## src/rtl/i2c_pkg.sv

```systemverilog
`default_nettype none
// +----------------------------------------------------------------------+
// | Module      : i2c_pkg                                                |
// | Description : Shared types, constants and the per-phase line-level   |
// |               table for the I2C bit controller.                      |
// | Revision    : 1.0 - initial release                                  |
// +----------------------------------------------------------------------+
package i2c_pkg;

    typedef enum logic [1:0] {
        CMD_START = 2'b00,
        CMD_STOP  = 2'b01,
        CMD_WRITE = 2'b10,
        CMD_READ  = 2'b11
    } i2c_cmd_e;

    typedef enum logic [2:0] {
        PH_P0 = 3'd0,
        PH_P1 = 3'd1,
        PH_P2 = 3'd2,
        PH_P3 = 3'd3,
        PH_P4 = 3'd4
    } i2c_phase_e;

    typedef enum logic [1:0] {
        ST_IDLE = 2'd0,
        ST_RUN  = 2'd1,
        ST_DONE = 2'd2
    } i2c_state_e;

    // Smallest usable prescale: the 2-FF synchronizer must see a released
    // SCL before the terminal count of a high phase, otherwise every high
    // phase would look like a stretch.
    localparam int unsigned I2C_MIN_PRESCALE = 3;

    // Released line levels {scl, sda} for a command in a given phase.
    // A level of 1 means the line is released (pulled up), 0 means driven low.
    function automatic logic [1:0] i2c_levels(i2c_cmd_e cmd, i2c_phase_e ph, logic d);
        logic scl;
        logic sda;
        scl = 1'b1;
        sda = 1'b1;
        case (cmd)
            CMD_START: begin
                scl = (ph != PH_P4);
                sda = (ph == PH_P0) || (ph == PH_P1);
            end
            CMD_STOP: begin
                scl = (ph != PH_P0);
                sda = (ph == PH_P3) || (ph == PH_P4);
            end
            CMD_WRITE: begin
                scl = (ph != PH_P0) && (ph != PH_P4);
                sda = d;
            end
            default: begin
                scl = (ph != PH_P0) && (ph != PH_P4);
                sda = 1'b1;
            end
        endcase
        return {scl, sda};
    endfunction

endpackage
`default_nettype wire

```

## src/rtl/i2c_bit_controller_if.sv

```systemverilog
`default_nettype none
// +----------------------------------------------------------------------+
// | Module      : i2c_bit_controller_if                                  |
// | Description : Command handshake and bus-line bundle for the I2C bit  |
// |               controller.                                            |
// | Revision    : 1.0 - initial release                                  |
// +----------------------------------------------------------------------+
interface i2c_bit_controller_if #(
    parameter int FREQ_SELECTION_BIT_WIDTH = 16
);
    logic [FREQ_SELECTION_BIT_WIDTH-1:0] frequency_setting_i;
    logic                                cmd_valid_i;
    logic                                cmd_ready_o;
    logic [1:0]                          cmd_i;
    logic                                cmd_data_i;
    logic                                done_o;
    logic                                rx_bit_o;
    logic                                arb_lost_o;
    logic                                busy_o;
    logic                                scl_i;
    logic                                sda_i;
    logic                                scl_oe_o;
    logic                                sda_oe_o;

    // Engine side
    modport slave (
        input  frequency_setting_i, cmd_valid_i, cmd_i, cmd_data_i, scl_i, sda_i,
        output cmd_ready_o, done_o, rx_bit_o, arb_lost_o, busy_o, scl_oe_o, sda_oe_o
    );

    // Byte-controller side
    modport master (
        output frequency_setting_i, cmd_valid_i, cmd_i, cmd_data_i, scl_i, sda_i,
        input  cmd_ready_o, done_o, rx_bit_o, arb_lost_o, busy_o, scl_oe_o, sda_oe_o
    );
endinterface
`default_nettype wire

```

## src/rtl/i2c_input_sync.sv

```systemverilog
`default_nettype none
// +----------------------------------------------------------------------+
// | Module      : i2c_input_sync                                         |
// | Description : Two-flop synchronizer for an asynchronous bus line.    |
// |               Resets to 1 (idle bus level).                          |
// | Revision    : 1.0 - initial release                                  |
// +----------------------------------------------------------------------+
module i2c_input_sync (
    input  wire logic clk,
    input  wire logic rst_n,
    input  wire logic i_async,
    output logic      o_sync
);
    logic meta_q;
    logic sync_q;

    // Two-stage capture of the asynchronous line level
    always_ff @(posedge clk or negedge rst_n) begin
        if (!rst_n) begin
            meta_q <= 1'b1;
            sync_q <= 1'b1;
        end else begin
            meta_q <= i_async;
            sync_q <= meta_q;
        end
    end

    assign o_sync = sync_q;
endmodule
`default_nettype wire

```

## src/rtl/i2c_bit_controller.sv

```systemverilog
`default_nettype none
// +----------------------------------------------------------------------+
// | Module      : i2c_bit_controller                                     |
// | Description : I2C bit engine. Executes START/STOP/WRITE/READ as five |
// |               equal phases of (N+1) clocks with clock stretching and |
// |               arbitration-loss detection.                            |
// | Revision    : 1.0 - initial release                                  |
// +----------------------------------------------------------------------+
module i2c_bit_controller
    import i2c_pkg::*;
#(
    parameter int FREQ_SELECTION_BIT_WIDTH = 16
) (
    input  wire logic             wb_clk_i,
    input  wire logic             wb_rst_n_i,
    i2c_bit_controller_if.slave   bus
);
    localparam int W = FREQ_SELECTION_BIT_WIDTH;
    localparam logic [W-1:0] MIN_N = W'(I2C_MIN_PRESCALE);
    localparam logic [W-1:0] ONE   = W'(1);

    i2c_state_e state_q, state_d;
    i2c_phase_e phase_q, phase_d;
    i2c_cmd_e   cmd_q, cmd_d;
    logic [W-1:0] cnt_q, cnt_d;
    logic [W-1:0] n_q, n_d;
    logic data_q, data_d;
    logic scl_oe_q, scl_oe_d;
    logic sda_oe_q, sda_oe_d;
    logic rx_cap_q, rx_cap_d;
    logic rx_bit_q, rx_bit_d;
    logic arb_q, arb_d;

    logic       w_scl_sync;
    logic       w_sda_sync;
    logic       w_accept;
    logic       w_terminal;
    logic       w_arb_phase;
    logic [1:0] w_cur_lvl;
    logic [1:0] w_nxt_lvl;
    logic [1:0] w_new_lvl;

    i2c_input_sync u_scl_sync (
        .clk     (wb_clk_i),
        .rst_n   (wb_rst_n_i),
        .i_async (bus.scl_i),
        .o_sync  (w_scl_sync)
    );

    i2c_input_sync u_sda_sync (
        .clk     (wb_clk_i),
        .rst_n   (wb_rst_n_i),
        .i_async (bus.sda_i),
        .o_sync  (w_sda_sync)
    );

    assign w_accept   = bus.cmd_valid_i && (state_q != ST_RUN);
    assign w_terminal = (cnt_q == n_q);
    assign w_cur_lvl  = i2c_levels(cmd_q, phase_q, data_q);
    assign w_nxt_lvl  = i2c_levels(cmd_q, i2c_phase_e'(phase_q + 3'd1), data_q);
    assign w_new_lvl  = i2c_levels(i2c_cmd_e'(bus.cmd_i), PH_P0, bus.cmd_data_i);

    // Phases where we release SDA and expect it to stay high while SCL is high
    assign w_arb_phase = ((cmd_q == CMD_WRITE) && data_q &&
                          ((phase_q == PH_P1) || (phase_q == PH_P2) || (phase_q == PH_P3))) ||
                         ((cmd_q == CMD_START) &&
                          ((phase_q == PH_P0) || (phase_q == PH_P1)));

    // Next-state, phase counter and line-drive decisions
    always_comb begin
        state_d  = state_q;
        phase_d  = phase_q;
        cmd_d    = cmd_q;
        cnt_d    = cnt_q;
        n_d      = n_q;
        data_d   = data_q;
        scl_oe_d = scl_oe_q;
        sda_oe_d = sda_oe_q;
        rx_cap_d = rx_cap_q;
        rx_bit_d = rx_bit_q;
        arb_d    = arb_q;

        case (state_q)
            ST_RUN: begin
                if (!w_terminal) begin
                    cnt_d = cnt_q + ONE;
                end else if (w_cur_lvl[1] && !w_scl_sync) begin
                    // A slave is stretching SCL: hold at the terminal count
                    cnt_d = cnt_q;
                end else if (w_arb_phase && w_cur_lvl[1] && w_cur_lvl[0] && !w_sda_sync) begin
                    state_d  = ST_DONE;
                    scl_oe_d = 1'b0;
                    sda_oe_d = 1'b0;
                    arb_d    = 1'b1;
                end else if (phase_q == PH_P4) begin
                    state_d = ST_DONE;
                    if (cmd_q == CMD_READ) begin
                        rx_bit_d = rx_cap_q;
                    end
                end else begin
                    if (phase_q == PH_P2) begin
                        rx_cap_d = w_sda_sync;
                    end
                    phase_d  = i2c_phase_e'(phase_q + 3'd1);
                    cnt_d    = '0;
                    scl_oe_d = !w_nxt_lvl[1];
                    sda_oe_d = !w_nxt_lvl[0];
                end
            end
            default: begin
                // Idle and done behave alike: a command may start immediately
                if (w_accept) begin
                    state_d  = ST_RUN;
                    phase_d  = PH_P0;
                    cnt_d    = '0;
                    cmd_d    = i2c_cmd_e'(bus.cmd_i);
                    data_d   = bus.cmd_data_i;
                    n_d      = (bus.frequency_setting_i < MIN_N) ? MIN_N : bus.frequency_setting_i;
                    arb_d    = 1'b0;
                    scl_oe_d = !w_new_lvl[1];
                    sda_oe_d = !w_new_lvl[0];
                end else begin
                    state_d = ST_IDLE;
                end
            end
        endcase
    end

    // State, counter and output registers; reset releases both lines at once
    always_ff @(posedge wb_clk_i or negedge wb_rst_n_i) begin
        if (!wb_rst_n_i) begin
            state_q  <= ST_IDLE;
            phase_q  <= PH_P0;
            cmd_q    <= CMD_START;
            cnt_q    <= '0;
            n_q      <= MIN_N;
            data_q   <= 1'b0;
            scl_oe_q <= 1'b0;
            sda_oe_q <= 1'b0;
            rx_cap_q <= 1'b0;
            rx_bit_q <= 1'b0;
            arb_q    <= 1'b0;
        end else begin
            state_q  <= state_d;
            phase_q  <= phase_d;
            cmd_q    <= cmd_d;
            cnt_q    <= cnt_d;
            n_q      <= n_d;
            data_q   <= data_d;
            scl_oe_q <= scl_oe_d;
            sda_oe_q <= sda_oe_d;
            rx_cap_q <= rx_cap_d;
            rx_bit_q <= rx_bit_d;
            arb_q    <= arb_d;
        end
    end

    assign bus.cmd_ready_o = (state_q != ST_RUN);
    assign bus.busy_o      = (state_q == ST_RUN);
    assign bus.done_o      = (state_q == ST_DONE);
    assign bus.rx_bit_o    = rx_bit_q;
    assign bus.arb_lost_o  = arb_q;
    assign bus.scl_oe_o    = scl_oe_q;
    assign bus.sda_oe_o    = sda_oe_q;
endmodule
`default_nettype wire
```

## src/flat_wrapper.sv

```systemverilog
// flat-port wrapper written by rule: the top's interface ports become plain ports
module i2c_bit_controller_flat import i2c_pkg::*;
#(
    parameter int FREQ_SELECTION_BIT_WIDTH = 16
)
  (wb_clk_i, wb_rst_n_i, bus_frequency_setting_i, bus_cmd_valid_i, bus_cmd_i, bus_cmd_data_i, bus_scl_i, bus_sda_i, bus_cmd_ready_o, bus_done_o, bus_rx_bit_o, bus_arb_lost_o, bus_busy_o, bus_scl_oe_o, bus_sda_oe_o);
  i2c_bit_controller_if #(.FREQ_SELECTION_BIT_WIDTH(FREQ_SELECTION_BIT_WIDTH)) bus_i ();
  input  wire logic wb_clk_i;
  input  wire logic wb_rst_n_i;
  input wire logic [$bits(bus_i.frequency_setting_i)-1:0] bus_frequency_setting_i;
  input wire logic [$bits(bus_i.cmd_valid_i)-1:0] bus_cmd_valid_i;
  input wire logic [$bits(bus_i.cmd_i)-1:0] bus_cmd_i;
  input wire logic [$bits(bus_i.cmd_data_i)-1:0] bus_cmd_data_i;
  input wire logic [$bits(bus_i.scl_i)-1:0] bus_scl_i;
  input wire logic [$bits(bus_i.sda_i)-1:0] bus_sda_i;
  output wire logic [$bits(bus_i.cmd_ready_o)-1:0] bus_cmd_ready_o;
  output wire logic [$bits(bus_i.done_o)-1:0] bus_done_o;
  output wire logic [$bits(bus_i.rx_bit_o)-1:0] bus_rx_bit_o;
  output wire logic [$bits(bus_i.arb_lost_o)-1:0] bus_arb_lost_o;
  output wire logic [$bits(bus_i.busy_o)-1:0] bus_busy_o;
  output wire logic [$bits(bus_i.scl_oe_o)-1:0] bus_scl_oe_o;
  output wire logic [$bits(bus_i.sda_oe_o)-1:0] bus_sda_oe_o;
  assign bus_i.frequency_setting_i = bus_frequency_setting_i;
  assign bus_i.cmd_valid_i = bus_cmd_valid_i;
  assign bus_i.cmd_i = bus_cmd_i;
  assign bus_i.cmd_data_i = bus_cmd_data_i;
  assign bus_i.scl_i = bus_scl_i;
  assign bus_i.sda_i = bus_sda_i;
  assign bus_cmd_ready_o = bus_i.cmd_ready_o;
  assign bus_done_o = bus_i.done_o;
  assign bus_rx_bit_o = bus_i.rx_bit_o;
  assign bus_arb_lost_o = bus_i.arb_lost_o;
  assign bus_busy_o = bus_i.busy_o;
  assign bus_scl_oe_o = bus_i.scl_oe_o;
  assign bus_sda_oe_o = bus_i.sda_oe_o;
  i2c_bit_controller #(.FREQ_SELECTION_BIT_WIDTH(FREQ_SELECTION_BIT_WIDTH)) u_core (.wb_clk_i(wb_clk_i), .wb_rst_n_i(wb_rst_n_i), .bus(bus_i));
endmodule
```

## config.mk

```make
export PLATFORM = sky130hd
export DESIGN_NAME = i2c_bit_controller_flat
export DESIGN_NICKNAME = d
export VERILOG_FILES = /design/src/rtl/i2c_pkg.sv /design/src/rtl/i2c_bit_controller_if.sv /design/src/rtl/i2c_input_sync.sv /design/src/rtl/i2c_bit_controller.sv /design/src/flat_wrapper.sv
export SDC_FILE = /design/constraint.sdc
export NUM_CORES = 1
export LEC_CHECK = 0
export ABC_CLOCK_PERIOD_IN_PS = 2500
export CORE_ASPECT_RATIO = 0.6
export CORE_MARGIN = 2
export CORE_UTILIZATION = 35
export DETAILED_ROUTE_END_ITERATION = 6
export GPL_ROUTABILITY_DRIVEN = 0
export PLACE_DENSITY = 0.63
export SYNTH_ARGS = -nofsm -noshare
export SYNTH_HDL_FRONTEND = slang
export SYNTH_SLANG_ARGS = --single-unit
export TNS_END_PERCENT = 50
```

## constraint.sdc

```tcl
create_clock -name wb_clk_i -period 2.5 [get_ports wb_clk_i]
set_input_delay 0.25 -clock wb_clk_i [delete_from_list [all_inputs] [get_ports wb_clk_i]]
set_output_delay 0.25 -clock wb_clk_i [all_outputs]
set_load 0.01 [all_outputs]
```

==> summary.txt, run 1 <==
outcome - finished, violations left
violated checks - negative hold slack
first-pass GRT wire length - 10700 um
actual slew at the worst max-slew pin - 697 ps
drt total wl - 6490 um
CTS tree - built
CORE AREA - 7760 sq um
Clock Latency Late Sink - 290 ps
Sink Count - 49
Nets - 358
most common cell in the netlist - nand2_1
crit path cell chain - inv_1 > ha_2 > o21ai_0 > a221oi_1 > a31oi_1 > o21a_1 > a221o_1
RSZ-0062 raised after global routing - false
Area Growth Syn to Fin - 20.8%
I/O pin count - 31
Max stage delay on crit path - 440 ps
max cap viols - 0
die height - 72.9 um
Rows - 25
Die ar. - 8650 sq um
max_slew headroom - 53.3%
VDD IR max - 343 uV
sequential area share after synthesis - 44.6%
Critical Path AT - 2520 ps
post-synthesis cell area - 2770 sq um
YS warnings - 0
CP bufs+invs - 1
synth cell count leaders - nand2_1, dfrtp_1, xnor2_1, nand4_1, o21ai_0
Worst R2R Start - u_core.phase_q[0]
# port buffers - 30
top_reg_cell synth - dfrtp_1
Slew Limit Fails - 0
initial antenna violation count - 0
setup violators final - 0
CP max stage cell - dfrtp_1
CP Max Fanout - 16
post-synthesis cell type count - 49
LEAKAGE - 1.47 nW
EDFF count, synth - 0
CTS Buffer Depth - 2
cell family with most CP delay - compound AO/OA/AOI/OAI gates
H-tree depth - 2
Die X - 119 um
Crit Path Category - reg2reg
Yosys top cell by area - dfrtp_1
HP Class - in2async
post-route ant nets - 0
Final Hold Fails - 21
Clock transition at path regs - 70 ps
Worst setup EP type - flop
Seq cells post-synth - 49
Root Buffer - clkbuf_16
Critical Path RT - 2670 ps
WL/cell - 14.9 um
cts hold-fix bufs - 0
worst setup path start - u_core.phase_q[0]
Power Density - 927 nW/um^2
CP startpoint kind - flop
post-DR vias/cell - 5.19
Net Count, Synth - 329
DRT iter0 DRCs - 186
Min Hold Slack - -13.8 ps
vias in the first global route - 2030
Final Critical Period - 2350 ps
top post-synthesis cells by area - dfrtp_1, nand2_1, dfstp_2
Remaining DRCs - 0
Final HPWL DP - 4830 um
largest net degree at the start of global routing - 30
f_max - 426 MHz
CTS Buf Count - 5
Synth async-reset ratio - 100%
Yosys top cell area share - 38.9%
total track usage - 15.7%
Pre-antenna DRT Iters - 5
Sum Neg Setup Slack - 0 ps
final worst path period share - 93.9%
flop2flop setup slack - 150 ps
vias - 2261
Avg Inst Size Synth - 9.28 sq um
# Post-CTS Setup Buffers - 0
share of post-route cells with drive strength above 1 - 11.9%
Post-Syn Instances - 298
n_diodes - 0
initial cell density of the core - 35.6%
Congestion Overflow GR - 0
worst clock skew - 5.56 ps
Filler cells - 792
[placed cells by master (no fill, tap or decap), types with 4 or more instances in the layout]
cell type and count:
nand2_1 64, dfrtp_1 43, clkdlybuf4s50_1 29, xnor2_1 17
nand4_1 12, o21ai_0 12, nor2_1 10, buf_4 10
nor3_1 9, a221o_1 9, inv_1 8, mux2_2 8
and2_1 7, nor4_1 7, ha_1 6, dfstp_2 6
a211oi_1 5, a21o_1 5, or3_1 5, clkbuf_16 5
nor2b_1 4, and3_1 4
[per-layer routing]
metal | GRT usage [%] | share of wire [%] | vias to the layer above | routed length [um]
li1 | - | - | 1126 | -
met1 | 26.8 | 58 | 1048 | 3790
met2 | 19.4 | 35 | 82 | 2280
met3 | 3.13 | 6.0 | 5 | 387
met4 | 2.78 | 0.48 | 0 | 31
met5 | 0 | 0 | - | 0
[worst register-to-register path, stage by stage (launching register included)]
cell      delay, ps
dfrtp_1         440
inv_1           140
ha_2            290
o21ai_0         130
a221oi_1        320
a31oi_1         130
o21a_1          340
a221o_1         440
[layout make-up]
type,instances,area [sq um],share of cell area [%]
repair buffers,40,370,11.1
clock buffers,5,125,3.75
flip-flops and latches,49,1230,36.9
inverters,8,30.0,0.899
clock inverters,3,17.5,0.525
multi-input cells,223,1430,42.8
well taps,108,135,4.05
[what timing repair did]
item                                    4_1_cts  5_1_grt
hold endpoints to repair                      0        0
resized for setup                             0        1
endpoints found under the setup margin        0       11
[registers in the layout, summed over array words and instances (netlist names)]
register,flops
u_core.n_q,16
u_core.bus.sda_oe_o,1
u_core.cnt_q,16
u_core.bus.arb_lost_o,1
u_core.phase_q,3
u_core.state_q,2
u_core.u_sda_sync.o_sync,1
u_core.cmd_q,2
u_core.u_scl_sync.meta_q,1
u_core.u_scl_sync.o_sync,1
u_core.u_sda_sync.meta_q,1
u_core.rx_cap_q,1
u_core.bus.rx_bit_o,1
u_core.data_q,1
u_core.bus.scl_oe_o,1
[cells by family after synthesis]
| family | count (synthesis) | synth area share, % |
|---|---|---|
| buf+inv | 26 | 3.85 |
| simple gates | 137 | 25.1 |
| mux | 9 | 3.62 |
| compound gates | 52 | 14.0 |
| fa+ha+maj | 7 | 3.17 |
| xor+xnor | 18 | 5.70 |
| flops | 49 | 44.6 |
[report_power, final]
| part | switching (mW) | internal, mW |
|---|---|---|
| clock network | 0.287 | 0.367 |
| logic | 0.551 | 0.570 |
| registers | 0.281 | 1.04 |
| total | 1.12 | 1.98 |
[worst paths after layout]
check | to | cells past startpoint
max | u_core.cnt_q[12] | 7
min | u_core.state_q[0] | 1
max reg2reg | u_core.cnt_q[12] | 7
min reg2reg | u_core.u_scl_sync.o_sync | 0
max in group asynchronous | u_core.n_q[5] | 2
min in group wb_clk_i | u_core.u_scl_sync.o_sync | 0
[per-stage QoR]
stage / std cells / util (%) / total power, mW / area (sq um) / setup slack [ps]
after floorplan: 298 / - / 2.07 / 2770 / 416
after global placement: 428 / 41.2 / 2.41 / 3190 / 196
after detailed placement: 428 / 41.2 / 2.43 / 3190 / 97.1
after CTS: 436 / 43.0 / 3.09 / 3340 / 81.6
after global routing: 436 / 43.0 / 3.30 / 3340 / 12.4
final: 436 / 43.0 / 3.10 / 3340 / 153
(Power assumes the default switching activity.)
==> inputs of run 2 (changes only) <==
CORE_MARGIN = not set   (was 2)
==> summary.txt, run 2 (synthesis gave the netlist of run 1 again) <==
Root Buffer - clkbuf_16 (unchanged)
Clock transition at path regs - 60 ps (was 70 ps)
post-route ant nets - 0 (unchanged)
# port buffers - 30 (unchanged)
share of post-route cells with drive strength above 1 - 13.0% (was 11.9%)
Power Density - 974 nW/um^2 (was 927 nW/um^2)
GR Layer Usage met1 - 30.5% (was 26.8%)
Sum Neg Setup Slack - 0 ps (unchanged)
Die X - 117 um (was 119 um)
Rows - 24 (was 25)
HP Class - in2async (unchanged)
worst clock skew - 6.45 ps (was 5.56 ps)
die height - 70.9 um (was 72.9 um)
Pre-antenna DRT Iters - 4 (was 5)
Remaining DRCs - 0 (unchanged)
Post-CTS Resized - 0 (unchanged)
H-tree depth - 2 (unchanged)
Min Hold Slack - -16.6 ps (was -13.8 ps)
met3 Resource Use GR - 4.71% (was 3.13%)
vias in the first global route - 2097 (was 2030)
global route hottest layer - met1 (unchanged)
Die ar. - 8270 sq um (was 8650 sq um)
post-DR vias/cell - 5.26 (was 5.19)
DP Worst Slack - 105 ps (was 97.1 ps)
actual slew at the worst max-slew pin - 736 ps (was 697 ps)
CORE AREA - 7450 sq um (was 7760 sq um)
most common cell after layout, fill and taps aside - nand2_1 (unchanged)
setup violators final - 0 (unchanged)
vias - 2288 (was 2261)
Area Growth Syn to Fin - 23.3% (was 20.8%)
Clock Latency Late Sink - 290 ps (about the same)
final std cell area, no fill - 3410 sq um (was 3340 sq um)
CP startpoint kind - flop (unchanged)
n_diodes - 0 (unchanged)
I/O pin count - 31 (unchanged)
WL/cell - 15.4 um (was 14.9 um)
f_max - 428 MHz (was 426 MHz)
drt total wl - 6680 um (was 6490 um)
LEAKAGE - 1.51 nW (was 1.47 nW)
Sink Count - 49 (unchanged)
Nets - 361 (was 358)
Final Hold Fails - 21 (unchanged)
biggest regs - u_core.cnt_q: 16 flops, u_core.n_q: 16 flops, u_core.phase_q: 3 flops (unchanged)
cts hold-fix bufs - 0 (unchanged)
violated checks - negative hold slack (unchanged)
Crit Path Category - reg2reg (unchanged)
initial cell density of the core - 37.1% (was 35.6%)
Placed Area - 3210 sq um (was 3190 sq um)
max_slew headroom - 50.7% (was 53.3%)
GR Util met2 - 20.9% (was 19.4%)
Critical Path AT - 2520 ps (about the same)
initial antenna violation count - 0 (unchanged)
Congestion Overflow GR - 0 (unchanged)
total track usage - 17.9% (was 15.7%)
CTS tree - built (unchanged)
first-pass GRT wire length - 11100 um (was 10700 um)
Final HPWL DP - 5110 um (was 4830 um)
total power - 3.32 mW (was 3.10 mW)
VDD IR max - 470 uV (was 343 uV)
Final Critical Period - 2340 ps (was 2350 ps)
Worst setup EP type - flop (unchanged)
DRT iter0 DRCs - 216 (was 186)
setup ws final - 162 ps (was 153 ps)
# Post-CTS Setup Buffers - 0 (unchanged)
CTS Buf Count - 5 (unchanged)
CTS Buffer Depth - 2 (unchanged)
outcome - finished, violations left (unchanged)
max cap viols - 0 (unchanged)
Critical Path RT - 2680 ps (was 2670 ps)
CP Max Fanout - 6 (was 16)
Slew Limit Fails - 0 (unchanged)
largest net degree at the start of global routing - 30 (unchanged)
post-layout util - 45.8% (was 43.0%)
final worst path period share - 93.5% (was 93.9%)
commonest non-fill, non-tap cells in the layout - nand2_1, dfrtp_1, clkdlybuf4s50_1, xnor2_1, buf_4 (was nand2_1, dfrtp_1, clkdlybuf4s50_1, xnor2_1)
[run 2: changes by cell type in the layout (fill, tap and decap cells not counted), sizes merged]
cell | previous run | this run
bufinv | 0 | 2
clkinvlp | 1 | 0
buf | 11 | 14
clkinv | 2 | 1
[run 2: report_power, final]
group          internal (mW)  switching [mW]  leakage [nW]
Combinational          0.571           0.552         0.800
Clock                  0.571           0.289        0.0938
Sequential              1.04           0.296         0.621
[run 2: stage by stage]
| stage | std cells | hold slack, ps |
|---|---|---|
| global placement | 427 | 323 |
| global route | 435 | 52.0 |
| CTS | 435 | 5.87 |
| floorplan | 298 | -45.6 |
| detailed placement | 427 | 323 |
| finish | 435 | -16.6 |
[run 2: final timing paths]
kind | startpoint | cells past startpoint | slack [ps] | endpoint
worst max-delay path | u_core.phase_q[0] | 7 | 160 | u_core.bus.rx_bit_o
worst max register to register | u_core.phase_q[0] | 7 | 160 | u_core.bus.rx_bit_o
max in group asynchronous | wb_rst_n_i | 2 | 1900 | u_core.cnt_q[0]
worst min register to register | u_core.u_scl_sync.meta_q | 0 | 360 | u_core.u_scl_sync.o_sync
worst min-delay path | wb_rst_n_i | 1 | -20 | u_core.state_q[1]
min in group wb_clk_i | u_core.u_scl_sync.meta_q | 0 | 360 | u_core.u_scl_sync.o_sync
[run 2: final cells by class]
class	count	area (sq um)
Tap cell	104	130
Multi-Input combinational cell	223	1430
Fill cell	748	4040
Clock buffer	5	125
Sequential cell	49	1230
Timing Repair Buffer	43	393
Inverter	8	30.0
Clock inverter	3	65.1
[run 2: routing by layer]
metal | part of all wire, % | vias to the layer above | wire [um]
li1 | - | 1127 | -
met1 | 54 | 1069 | 3610
met2 | 36 | 84 | 2370
met3 | 9.4 | 8 | 630
met4 | 1.0 | 0 | 68
met5 | 0 | - | 0
[run 2: critical path, cell delays in order, from the launching register on]
cell,delay [ps]
dfrtp_1,460
inv_1,120
ha_1,250
nor2b_1,160
o2111ai_1,380
nand2_1,150
nor4b_2,330
mux2_2,370
==> inputs of run 3 (changes only) <==
ABC_CLOCK_PERIOD_IN_PS = 2400   (was 2500)
CAP_MARGIN = 20   (was not set)
clock period = 2.4 ns   (was 2.5 ns; I/O delays follow)
==> summary.txt, run 3 (synthesis gave the netlist of run 1 again) <==
Critical Path RT - 2570 ps (was 2680 ps)
Clock transition at path regs - 70 ps (was 60 ps)
biggest regs - u_core.cnt_q: 16 flops, u_core.n_q: 16 flops, u_core.phase_q: 3 flops (unchanged)
initial cell density of the core - 37.1% (unchanged)
die height - 70.9 um (unchanged)
Die ar. - 8270 sq um (unchanged)
Rows - 24 (unchanged)
Congestion Overflow GR - 0 (unchanged)
DRT iter0 DRCs - 198 (was 216)
Power Density - 958 nW/um^2 (was 974 nW/um^2)
Final Critical Period - 2210 ps (was 2340 ps)
setup ws final - 195 ps (was 162 ps)
commonest non-fill, non-tap cells in the layout - nand2_1, dfrtp_1, clkdlybuf4s50_1, xnor2_1 (was nand2_1, dfrtp_1, clkdlybuf4s50_1, xnor2_1, buf_4)
DP Worst Slack - 56.6 ps (was 105 ps)
Die X - 117 um (unchanged)
outcome - complete, no violations (was finished, violations left)
Min Hold Slack - 52.3 ps (was -16.6 ps)
first-pass GRT wire length - 10900 um (was 11100 um)
CTS Buffer Depth - 2 (unchanged)
CTS tree - built (unchanged)
Area Growth Syn to Fin - 21.6% (was 23.3%)
WL/cell - 14.8 um (was 15.4 um)
setup violators final - 0 (unchanged)
Post-CTS Resized - 0 (unchanged)
RSZ-0062 raised after global routing - false
Sum Neg Setup Slack - 0 ps (unchanged)
most common cell after layout, fill and taps aside - nand2_1 (unchanged)
actual slew at the worst max-slew pin - 719 ps (was 736 ps)
CP startpoint kind - flop (unchanged)
CP bufs+invs - 0 (was 1)
max_slew headroom - 51.9% (was 50.7%)
CP max stage cell - or4_4 (was dfrtp_1)
Filler cells - 740 (was 748)
Remaining DRCs - 0 (unchanged)
initial antenna violation count - 0 (unchanged)
final worst path period share - 91.9% (was 93.5%)
crit path cell chain - ha_1 > nand3_2 > or4_4 > or2_0 > and2_0 > a221o_1 (was inv_1 > ha_1 > nor2b_1 > o2111ai_1 > nand2_1 > nor4b_2 > mux2_2)
Nets - 360 (was 361)
LEAKAGE - 1.48 nW (was 1.51 nW)
f_max - 453 MHz (was 428 MHz)
post-DR vias/cell - 5.27 (was 5.26)
# port buffers - 30 (unchanged)
CORE AREA - 7450 sq um (unchanged)
Final HPWL DP - 4860 um (was 5110 um)
VDD IR max - 374 uV (was 470 uV)
CTS Buf Count - 5 (unchanged)
cts hold-fix bufs - 0 (unchanged)
drt total wl - 6430 um (was 6680 um)
n_diodes - 0 (unchanged)
post-route ant nets - 0 (unchanged)
CP Max Fanout - 5 (was 6)
Final Hold Fails - 0 (was 21)
total track usage - 17.3% (was 17.9%)
max cap viols - 0 (unchanged)
Clock Latency Late Sink - 290 ps (about the same)
vias - 2286 (was 2288)
cell family with most CP delay - simple AND/OR/NAND/NOR gates (unchanged)
Pre-antenna DRT Iters - 5 (was 4)
Crit Path Category - reg2reg (unchanged)
Sink Count - 49 (unchanged)
HP Class - in2async (unchanged)
I/O pin count - 31 (unchanged)
Root Buffer - clkbuf_16 (unchanged)
Critical Path AT - 2380 ps (was 2520 ps)
share of post-route cells with drive strength above 1 - 13.3% (was 13.0%)
worst clock skew - 6.97 ps (was 6.45 ps)
largest net degree at the start of global routing - 50 (was 30)
Worst setup EP type - flop (unchanged)
Max stage delay on crit path - 580 ps (was 460 ps)
Slew Limit Fails - 0 (unchanged)
# Post-CTS Setup Buffers - 0 (unchanged)
H-tree depth - 2 (unchanged)
vias in the first global route - 2060 (was 2097)
-- run 3: per-layer routing --
layer  share of wire, %  global-route usage (%)
met4               0.53                    2.95
met3                7.2                    3.77
met1                 56                    29.8
met5                  0                       0
met2                 36                    21.2
-- run 3: per-stage QoR --
stage / power [mW] / instance area (sq um) / utilization [%] / cells
after detailed placement: 2.52 / 3200 / 43.0 / 426
after global routing: 3.45 / 3360 / 45.2 / 434
after CTS: 3.21 / 3350 / 44.9 / 434
after global placement: 2.50 / 3200 / 43.0 / 426
after floorplan: 2.15 / 2770 / - / 298
final: 3.22 / 3360 / 45.2 / 434
-- run 3: power by group --
| group | leakage (nW) | switching (mW) | internal (mW) |
|---|---|---|---|
| Sequential | 0.621 | 0.295 | 1.08 |
| Clock | 0.0696 | 0.300 | 0.382 |
| Combinational | 0.795 | 0.571 | 0.593 |
| Total | 1.48 | 1.17 | 2.06 |
-- run 3: worst paths after layout --
check	startpoint	endpoint	slack [ps]	cells past startpoint
setup / recovery	u_core.cnt_q[0]	u_core.cnt_q[12]	190	6
hold / removal	wb_rst_n_i	u_core.cnt_q[6]	50	2
setup reg to reg	u_core.cnt_q[0]	u_core.cnt_q[12]	190	6
hold reg to reg	u_core.u_sda_sync.meta_q	u_core.u_sda_sync.o_sync	360	0
max in group asynchronous	wb_rst_n_i	u_core.bus.sda_oe_o	1910	2
min in group wb_clk_i	u_core.u_sda_sync.meta_q	u_core.u_sda_sync.o_sync	360	0
-- run 3: cell type report --
class / instances / area [sq um] / share of cell area, %
well taps: 104 / 130 / 3.87
repair buffers: 42 / 385 / 11.5
flip-flops and latches: 49 / 1230 / 36.7
clock buffers: 5 / 125 / 3.72
multi-input cells: 223 / 1440 / 42.9
inverters: 8 / 30.0 / 0.893
clock inverters: 3 / 17.5 / 0.521
